`src/rtl/cte_yuv_pkg.sv`:
```
// Shared definitions for the CTE RGB -> YUV 4:2:2 transmit path.
package cte_yuv_pkg;

  // BT.601 full-range coefficients, scaled by 256
  localparam logic signed [17:0] Y_R = 18'sd77;
  localparam logic signed [17:0] Y_G = 18'sd150;
  localparam logic signed [17:0] Y_B = 18'sd29;
  localparam logic signed [17:0] U_R = -18'sd43;
  localparam logic signed [17:0] U_G = -18'sd85;
  localparam logic signed [17:0] U_B = 18'sd128;
  localparam logic signed [17:0] V_R = 18'sd128;
  localparam logic signed [17:0] V_G = -18'sd107;
  localparam logic signed [17:0] V_B = -18'sd21;

  // Byte tags on the serial link
  localparam logic [1:0] OUT_SEL_U  = 2'd0;
  localparam logic [1:0] OUT_SEL_Y0 = 2'd1;
  localparam logic [1:0] OUT_SEL_V  = 2'd2;
  localparam logic [1:0] OUT_SEL_Y1 = 2'd3;

  typedef enum logic [2:0] {IDLE, S_U, S_Y0, S_V, S_Y1} tx_state_t;

  // One serialized group; 33 bits wide in the FIFO
  typedef struct packed {
    logic       last;
    logic [7:0] u;
    logic [7:0] y0;
    logic [7:0] v;
    logic [7:0] y1;
  } grp_t;

  function automatic logic [7:0] clamp_u8(input logic signed [17:0] x);
    if (x < 0)              return 8'd0;
    else if (x > 18'sd255)  return 8'd255;
    else                    return x[7:0];
  endfunction

  // Two's complement result in the low byte
  function automatic logic [7:0] clamp_s8(input logic signed [17:0] x);
    if (x < -18'sd128)      return 8'h80;
    else if (x > 18'sd127)  return 8'h7f;
    else                    return x[7:0];
  endfunction

endpackage

```
`src/rtl/rgb2yuv_pix.sv`:
```
// Two-stage stallable per-pixel RGB -> YCbCr converter with valid/ready on both sides.
module rgb2yuv_pix
  import cte_yuv_pkg::*;
(
  input  logic        clk,
  input  logic        rstn,
  input  logic        in_valid,
  output logic        in_ready,
  input  logic [23:0] rgb_in,
  input  logic        in_last,
  output logic        out_valid,
  input  logic        out_ready,
  output logic [7:0]  y,
  output logic [7:0]  u,
  output logic [7:0]  v,
  output logic        out_last
);

  localparam int PROD_W = 18;

  function automatic logic signed [PROD_W-1:0] round_shift(input logic signed [PROD_W-1:0] s);
    return (s + 18'sd128) >>> 8;
  endfunction

  logic signed [PROD_W-1:0] r_s, g_s, b_s;
  logic                     vld_p1, vld_p2, rdy_p1, rdy_p2;
  logic                     last_p1, last_p2;
  logic signed [PROD_W-1:0] yr_p1, yg_p1, yb_p1;
  logic signed [PROD_W-1:0] ur_p1, ug_p1, ub_p1;
  logic signed [PROD_W-1:0] vr_p1, vg_p1, vb_p1;
  logic [7:0]               y_p2, u_p2, v_p2;

  assign r_s = $signed({10'd0, rgb_in[23:16]});
  assign g_s = $signed({10'd0, rgb_in[15:8]});
  assign b_s = $signed({10'd0, rgb_in[7:0]});

  // A stage advances when it is empty or the next stage takes its data
  assign rdy_p2   = !vld_p2 || out_ready;
  assign rdy_p1   = !vld_p1 || rdy_p2;
  assign in_ready = rdy_p1;

  // Stage valids
  always_ff @(posedge clk or negedge rstn) begin
    if (!rstn) begin
      vld_p1 <= 1'b0;
      vld_p2 <= 1'b0;
    end else begin
      if (rdy_p1) vld_p1 <= in_valid;
      if (rdy_p2) vld_p2 <= vld_p1;
    end
  end

  // ---- stage 1: coefficient products ----
  always_ff @(posedge clk) begin
    if (rdy_p1 && in_valid) begin
      yr_p1   <= r_s * Y_R;
      yg_p1   <= g_s * Y_G;
      yb_p1   <= b_s * Y_B;
      ur_p1   <= r_s * U_R;
      ug_p1   <= g_s * U_G;
      ub_p1   <= b_s * U_B;
      vr_p1   <= r_s * V_R;
      vg_p1   <= g_s * V_G;
      vb_p1   <= b_s * V_B;
      last_p1 <= in_last;
    end
  end

  // ---- stage 2: sum, round, clamp ----
  always_ff @(posedge clk) begin
    if (rdy_p2 && vld_p1) begin
      y_p2    <= clamp_u8(round_shift(yr_p1 + yg_p1 + yb_p1));
      u_p2    <= clamp_s8(round_shift(ur_p1 + ug_p1 + ub_p1));
      v_p2    <= clamp_s8(round_shift(vr_p1 + vg_p1 + vb_p1));
      last_p2 <= last_p1;
    end
  end

  assign out_valid = vld_p2;
  assign y         = y_p2;
  assign u         = u_p2;
  assign v         = v_p2;
  assign out_last  = last_p2;

endmodule

```
`src/rtl/rgb_to_yuv422_tx.sv`:
```
// CTE link transmitter: RGB pixels in, U/Y0/V/Y1 byte stream out.
module rgb_to_yuv422_tx
  import cte_yuv_pkg::*;
#(
  parameter int GRP_FIFO_DEPTH = 4
) (
  input  logic        clk,
  input  logic        rstn,
  input  logic        in_valid,
  output logic        in_ready,
  input  logic [23:0] rgb_in,
  input  logic        in_last,
  output logic [7:0]  dout,
  output logic        out_valid,
  input  logic        out_ready,
  output logic [1:0]  out_sel,
  output logic        out_last
);

  localparam int AW = $clog2(GRP_FIFO_DEPTH);
  localparam logic [AW:0] FULL_CNT = (AW+1)'(GRP_FIFO_DEPTH);

  logic       init_done, pix_in_ready;
  logic       pix_vld, pix_ready, pix_last;
  logic [7:0] pix_y, pix_u, pix_v;

  // in_ready stays low until the first edge after reset release
  always_ff @(posedge clk or negedge rstn) begin
    if (!rstn) init_done <= 1'b0;
    else       init_done <= 1'b1;
  end

  assign in_ready = init_done && pix_in_ready;

  rgb2yuv_pix u_pix (
    .clk       (clk),
    .rstn      (rstn),
    .in_valid  (in_valid && init_done),
    .in_ready  (pix_in_ready),
    .rgb_in    (rgb_in),
    .in_last   (in_last),
    .out_valid (pix_vld),
    .out_ready (pix_ready),
    .y         (pix_y),
    .u         (pix_u),
    .v         (pix_v),
    .out_last  (pix_last)
  );

  // ---- pair collector ----
  logic             has_p0, closes_grp, push, pop, push_ok, fifo_full, fifo_empty;
  logic [7:0]       y0_h, u0_h, v0_h;
  logic signed [8:0] u_sum, v_sum;
  grp_t             grp_in, fifo_head, cur_grp;

  assign u_sum      = $signed({u0_h[7], u0_h}) + $signed({pix_u[7], pix_u});
  assign v_sum      = $signed({v0_h[7], v0_h}) + $signed({pix_v[7], pix_v});
  assign closes_grp = has_p0 || pix_last;
  assign push_ok    = !fifo_full || pop;
  assign pix_ready  = !closes_grp || push_ok;
  assign push       = pix_vld && closes_grp && push_ok;

  // Form a paired group, or a lone group for an odd line end
  always_comb begin
    grp_in = '0;
    if (has_p0) grp_in = '{last: pix_last, u: u_sum[8:1], y0: y0_h, v: v_sum[8:1], y1: pix_y};
    else        grp_in = '{last: 1'b1, u: pix_u, y0: pix_y, v: pix_v, y1: pix_y};
  end

  // Pair phase; cleared after every completed group
  always_ff @(posedge clk or negedge rstn) begin
    if (!rstn)                        has_p0 <= 1'b0;
    else if (pix_vld && pix_ready)    has_p0 <= !has_p0 && !pix_last;
  end

  // Hold pixel 0 of a pair
  always_ff @(posedge clk) begin
    if (pix_vld && !has_p0 && !pix_last) begin
      y0_h <= pix_y;
      u0_h <= pix_u;
      v0_h <= pix_v;
    end
  end

  // ---- group FIFO ----
  grp_t          mem [GRP_FIFO_DEPTH];
  logic [AW-1:0] wr_ptr, rd_ptr;
  logic [AW:0]   count;

  assign fifo_full  = (count == FULL_CNT);
  assign fifo_empty = (count == '0);
  assign fifo_head  = mem[rd_ptr];

  // FIFO pointers and occupancy
  always_ff @(posedge clk or negedge rstn) begin
    if (!rstn) begin
      wr_ptr <= '0;
      rd_ptr <= '0;
      count  <= '0;
    end else begin
      if (push) wr_ptr <= wr_ptr + 1'b1;
      if (pop)  rd_ptr <= rd_ptr + 1'b1;
      if (push && !pop)      count <= count + 1'b1;
      else if (pop && !push) count <= count - 1'b1;
    end
  end

  // FIFO storage
  always_ff @(posedge clk) begin
    if (push) mem[wr_ptr] <= grp_in;
  end

  // ---- serializer FSM ----
  tx_state_t state, state_nx;

  assign pop = !fifo_empty && ((state == IDLE) || (state == S_Y1 && out_ready));

  // State and current-group registers
  always_ff @(posedge clk or negedge rstn) begin
    if (!rstn) begin
      state   <= IDLE;
      cur_grp <= '0;
    end else begin
      state <= state_nx;
      if (pop) cur_grp <= fifo_head;
    end
  end

  // Next state: advance on each accepted byte, chain groups without a bubble
  always_comb begin
    state_nx = state;
    unique case (state)
      IDLE: if (!fifo_empty) state_nx = S_U;
      S_U:  if (out_ready)   state_nx = S_Y0;
      S_Y0: if (out_ready)   state_nx = S_V;
      S_V:  if (out_ready)   state_nx = S_Y1;
      S_Y1: if (out_ready)   state_nx = fifo_empty ? IDLE : S_U;
      default:               state_nx = IDLE;
    endcase
  end

  // Byte outputs decoded from state and the held group
  always_comb begin
    out_valid = 1'b0;
    dout      = 8'd0;
    out_sel   = OUT_SEL_U;
    out_last  = 1'b0;
    unique case (state)
      S_U:  begin out_valid = 1'b1; dout = cur_grp.u;  out_sel = OUT_SEL_U;  end
      S_Y0: begin out_valid = 1'b1; dout = cur_grp.y0; out_sel = OUT_SEL_Y0; end
      S_V:  begin out_valid = 1'b1; dout = cur_grp.v;  out_sel = OUT_SEL_V;  end
      S_Y1: begin out_valid = 1'b1; dout = cur_grp.y1; out_sel = OUT_SEL_Y1; out_last = cur_grp.last; end
      default: ;
    endcase
  end

endmodule

```
`config.mk`:
```
export PLATFORM = sky130hd
export DESIGN_NAME = rgb_to_yuv422_tx
export DESIGN_NICKNAME = d
export VERILOG_FILES = /design/src/rtl/cte_yuv_pkg.sv /design/src/rtl/rgb2yuv_pix.sv /design/src/rtl/rgb_to_yuv422_tx.sv
export SDC_FILE = /design/constraint.sdc
export NUM_CORES = 1
export LEC_CHECK = 0
export ABC_AREA = 1
export ABC_CLOCK_PERIOD_IN_PS = 4170
export BUFFER_PORTS_ARGS = -buffer_cell sky130_fd_sc_hd__buf_2
export CORE_AREA = 10 10 276 278
export CTS_BUF_LIST = sky130_fd_sc_hd__clkbuf_8
export DETAILED_ROUTE_END_ITERATION = 7
export DIE_AREA = 0 0 286 288
export PLACE_DENSITY = 0.59
export SYNTH_ARGS = -nofsm -noshare
export SYNTH_HDL_FRONTEND = slang
export SYNTH_HIERARCHICAL = 1
export SYNTH_SLANG_ARGS = --single-unit
```
`constraint.sdc`:
```
create_clock -name clk -period 4.17 [get_ports clk]
set_input_delay 0.6255 -clock clk [delete_from_list [all_inputs] [get_ports clk]]
set_output_delay 0.6255 -clock clk [all_outputs]
set_load 0.05 [all_outputs]
```
### Yosys cells after proc, flatten, opt, wreduce, memory -nomap -nowiden

Memory sizes are Yosys's and may differ from the RTL's. A register that Yosys moved wholly into a read port is not among the register bits.
Index checks and enable logic that the tools add are counted.

| word-level totals | value |
|---|---|
| memories | 1 |
| bits in read-only memories | 0 |
| bits in writable memories | 132 |
| flip-flop bits (word level) | 205 |
| bits in latches | 0 |

| cells by class | value |
|---|---|
| shifts and indexed selects | 0 |
| divide/modulo/power cells | 0 |
| bitwise logic cells | 0 |
| $lt $le $gt $ge | 6 |
| reduce and logical (&&, ||, !) cells | 35 |
| add/subtract/negate cells | 15 |
| multipliers | 7 |
| muxes and demuxes | 19 |
| equal/unequal tests | 10 |

Memory list:

| name | depth | width | read ports | clocked after memory_dff | write ports | line | text |
|---|---|---|---|---|---|---|---|
| mem | 4 | 33 | 1 | 1 | 1 | rgb_to_yuv422_tx.sv:86 | `grp_t mem [GRP_FIFO_DEPTH];` |

Operators with widths:

| cell | number |
|---|---|
| $add A18 B18 Y18 | 4 |
| $add A18 B9 Y18 const B | 3 |
| $mul A9 B8 Y17 const B | 2 |
| $mux W33 | 1 |
| $pmux W8 S4 | 1 |
| $mul A8 B7 Y15 const B | 2 |
| $mux W8 | 3 |
| $mux W3 | 7 |
| $gt A10 B8 Y1 const B | 2 |
| $lt A10 B8 Y1 const B | 2 |
| $add A16 B18 Y18 | 1 |
| $add A18 B16 Y18 | 1 |
| $add A8 B8 Y9 | 2 |
| $mul A9 B7 Y16 const B | 1 |
| $mul A9 B6 Y15 const B | 1 |
| $pmux W3 S5 | 1 |
| $logic_and A1 B1 Y1 | 14 |
| $mul A8 B5 Y13 const B | 1 |
| $gt A10 B9 Y1 const B | 1 |
| $logic_not A1 Y1 | 10 |
| $lt A10 B1 Y1 const B | 1 |
| $ne A2 B2 Y1 const B | 5 |
| $eq A3 B2 Y1 const B | 2 |
| $eq A3 B3 Y1 const B | 2 |
| 11 further kinds | 22 |

### Depth between registers and ports, before layout

| depth | value |
|---|---|
| word-level depth | 10 |
| depth in mapped cells | 18 |
| gate-level depth less buffers | 18 |

### Hierarchy

Netlist, hierarchy kept.

Modules (own cells, without submodules):

| module | seq. area each (um^2) | times used | area an instance (um^2) | cells an instance |
|---|---|---|---|---|
| rgb2yuv_pix | 4,194.0 | 1 | 15,785.1 | 1,725 |
| rgb_to_yuv422_tx | 5,810.6 | 1 | 8,754.6 | 804 |

### Worst setup path after synthesis

OpenSTA, ideal clock, no wires.

| path | value |
|---|---|
| path kind | input port to flip-flop |
| from | input port rgb_in[12] |
| to | register u_pix.vg_p1[15] (data pin) |
| arrival time | 3,517 ps |
| required time | 3,909 ps |
| slack | 392 ps |
| stages on the path | 14 |
| cells stage by stage | inv_1 -> ha_1 -> fa_1 -> fa_1 -> fa_1 -> inv_1 -> ha_1 -> nand2_1 -> nor3_1 -> nand2_1 -> nand3_1 -> a21oi_1 -> o21ai_0 -> a21oi_1 |

| on the way | value |
|---|---|
| cells in the longest elaborated chain, start to end | 1 |

RTL lines:

| what | line | text |
|---|---|---|
| start: declaration | rgb_to_yuv422_tx.sv:11 | `input logic [23:0] rgb_in,` |
| $mul A9 B8 Y17 | rgb2yuv_pix.sv:63 | `vg_p1 <= g_s * V_G;` |
| end signal: assignment | rgb2yuv_pix.sv:63 |  |
| end: declaration | rgb2yuv_pix.sv:30 | `logic signed [PROD_W-1:0] vr_p1, vg_p1, vb_p1;` |

No other way between the ends.
A chain may end at the register's enable or synchronous reset.

### Worst setup path after layout

| path | value |
|---|---|
| from | input port rgb_in[12] |
| to | register u_pix.ug_p1[14] (data pin) |

| on the way | value |
|---|---|
| cells in the longest elaborated chain, start to end | 1 |

RTL lines:

| what | line | text |
|---|---|---|
| $mul A9 B8 Y17 | rgb2yuv_pix.sv:60 | `ug_p1 <= g_s * U_G;` |
| end signal: assignment | rgb2yuv_pix.sv:60 |  |
| end: declaration | rgb2yuv_pix.sv:29 | `logic signed [PROD_W-1:0] ur_p1, ug_p1, ub_p1;` |

No other way between the ends.

==> results by group <==
Floorplanning
  • Initial Util: 34.63%
  • Width of the die: 286 um
  • Core box area: 70870 um^2
  • Die height: 288 um
  • Die area: 82370 um^2
  • Site Rows: 98
  • I/O pins: 42

Critical path
  • Worst endpoint required time: 4.56 ns
  • Crit Path Class: input pin to register
  • Endpoint class of the critical path: register
  • Startpoint types: input pin
  • Critical Path Fanout Max: 6
  • Worst EP arrival: 3.89 ns

Clocking
  • CTS tree: yes
  • Clock transition at the registers of the reported paths: 0.06 ns
  • CTS Buf Count: 59
  • Skew-Pair Late Insertion Delay: 0.67 ns
  • Hold_buf cts: 0
  • CTS sink cnt: 341
  • # resized after CTS: 0
  • Clock Path Buffers: 3
  • Htree depth: 2
  • Setup bufs post-CTS: 0
  • Root buf cell: clkbuf_8

Run status
  • Outcome: finished, final reports clean

Drt
  • Routed Antenna Nets: 0
  • Vias per cell: 4.541
  • DRC violations left: 0
  • DR vias: 16510
  • First drt pass iteration count: 5
  • Drt initial violations: 874
  • Post-DR wirelength/cell: 14.20 um
  • Drt total wl: 51.61 mm

STA
  • RSZ-0062 raised after global routing: no
  • Final Max Tran Viols: 0
  • Slew HR: 57.53%
  • Final hold viol count: 0
  • Clock skew: 0.03357 ns
  • # setup viols final: 0
  • Sum Neg Setup Slack: 0 ns
  • Hold_ws: 0.05218 ns
  • Fmax: 285.6 MHz
  • Minimum clock period: 3.501 ns
  • Final period util: 83.97%
  • Worst slew pin tran: 0.6370 ns

Layout
  • Most common cell after layout, fill and taps aside: inv_1
  • Final cell count without fillers: 3635
  • Number of nets in the layout: 3143
  • Number of fill cells in the layout: 7158
  • Ratio of cells with drive above 1 in the final layout: 7.377%
  • Final cell utilization of the core: 38.36%
  • Most frequent cells in the layout: 537 x inv_1, 422 x nand2_1, 376 x ha_1
  • Synth-to-Final Area Change: 10.77%

Yosys
  • Cell taking the most area after synthesis: edfxtp_1
  • Netlist cell types: 49
  • Post-synth design cell area: 24540 um^2
  • EDFF count, synth: 294
  • Post-synth top flop: edfxtp_1
  • Mapped Nets: 3036
  • Post-synthesis register bit count: 341
  • Fraction of the yosys area taken by sequential cells: 40.77%
  • Synth top area cells: edfxtp_1 36%, ha_1 19%, fa_1 8.3%
  • FFs w/ async S/R, synth: 13.78%
  • Post-synthesis cell count: 2529
  • Post-synth top area share: 35.98%
  • Post-Syn Area per Cell: 9.703 um^2
  • Yosys warns: 6

Global routing
  • First-pass GRT wire length: 84.55 mm
  • Tot GR Track Use: 12.64%
  • GRT overflow: 0
  • Vias in the first global route: 16380
  • Pin count of the biggest net entering global routing: 69
  • Antenna violations before repair: 3

Power
  • Part of the power in combinational logic: 52.9%
  • P_int: 9.621 mW
  • Peak VDD IR: 0.3863 mV
  • PD cells: 634.6 nW/um^2
  • Sw Pwr: 7.630 mW
  • Clock share of power: 16.2%
  • Switching Fraction: 44.23%
  • Seq pwr share: 30.9%
  • Static leakage: 13.18 nW

Place
  • Post-DP HPWL: 39.47 mm
  • GPL Wtd Cong: 0.8546
  • Placed Instances: 3525
  • Port Buffers: 41

Flow run
  • Max Cap Viol: 0

Min path
  • Worst hold path class: input pin to asynchronous set/reset pin
logic make-up after synthesis:
family          count (synthesis)  share of synthesized area, %
fa+ha+maj                     478                         27.49
simple gates                  709                         11.94
compound gates                353                         7.821
mux                             1                       0.04588
other cells                     1                       0.01528
flops                         341                         40.77
buf+inv                       557                         8.744
xor+xnor                       89                         3.176
cell usage after synthesis (all sizes together), types with 5 or more instances:
cell type  count
clkbuf        18
xor2          60
dfrtp         47
buf           18
fa           102
xnor2         29
or2           11
nor4           5
nand4          8
nand3         79
o21ai        144
o22ai         50
ha           376
nand3b         6
nor2         154
nor3          12
inv          521
nand2        430
edfxtp       294
a21oi        133
o21bai         7
worst max-delay path: stages:
cell and delay [ns]:
buf_2 0.13, buf_4 0.17, ha_1 0.27, inv_1 0.10, ha_1 0.30, inv_1 0.05, fa_1 0.49, inv_1 0.05
fa_1 0.47, ha_1 0.35, a21oi_1 0.20, o21ai_1 0.15, a21oi_1 0.26, o31ai_1 0.11, xor2_1 0.16
area by class of cell:
| class | instances | area [um^2] | share of cell area [%] |
|---|---|---|---|
| antenna | 1 | 2.502 | 0.009206 |
| clock buffer | 59 | 812.0 | 2.987 |
| clock inverter | 50 | 265.3 | 0.9758 |
| inverter | 521 | 1958 | 7.203 |
| multi-input combinational | 1631 | 12430 | 45.71 |
| sequential | 341 | 10010 | 36.81 |
| tap | 950 | 1189 | 4.373 |
| timing repair buffer | 82 | 525.5 | 1.933 |
layer usage:
layer  vias up  wire [um]  track usage [%]
li1       8526          -                -
met1      7671      24970            17.29
met2       241      23600            20.59
met3        68       2036            1.932
met4         2        992            3.356
met5         -          9                0
sequential cells by signal, summed over array words and instances, names as in the netlist, 11 cells and up:
signal,count
u_pix/ur_p1,16
u_pix/vg_p1,16
u_pix/yb_p1,11
u_pix/ug_p1,17
mem,132
u_pix/yg_p1,12
u_pix/vb_p1,15
cur_grp,33
u_pix/yr_p1,12
power by group through the flow:
stage               Sequential [mW]  Clock, mW  Combinational (mW)
floorplan                      5.26          0                7.06
global placement               5.40          0                9.09
detailed placement             5.41          0                9.13
CTS                            5.34       2.90                9.21
global route                   5.43       3.05                10.6
finish                         5.34       2.80                9.12
final timing paths:
path,depth (start not counted),end,startpoint,slack (ns)
min reg2reg,0,u_pix/out_last,u_pix/last_p1,0.43
min in group clk,1,u_pix/last_p1,in_last,0.16
max in group asynchronous,2,cur_grp[14],rstn,3.66
min,2,count[0],rstn,0.05
max reg2reg,17,u_pix/v[1],u_pix/ur_p1[1],0.98
max,15,u_pix/ug_p1[14],rgb_in[12],0.67
through the flow:
step	cell area [um^2]	total power, mW	worst slack (ns)
5_1_grt	27180	19.04	0.4878
3_5_place_dp	26100	14.54	0.002482
3_3_place_gp	26100	14.49	0.1032
4_1_cts	27180	17.46	0.7168
2_1_floorplan	24540	12.31	0.3921
6_report	27180	17.25	0.6685
Power figures use the tool's default switching activity.
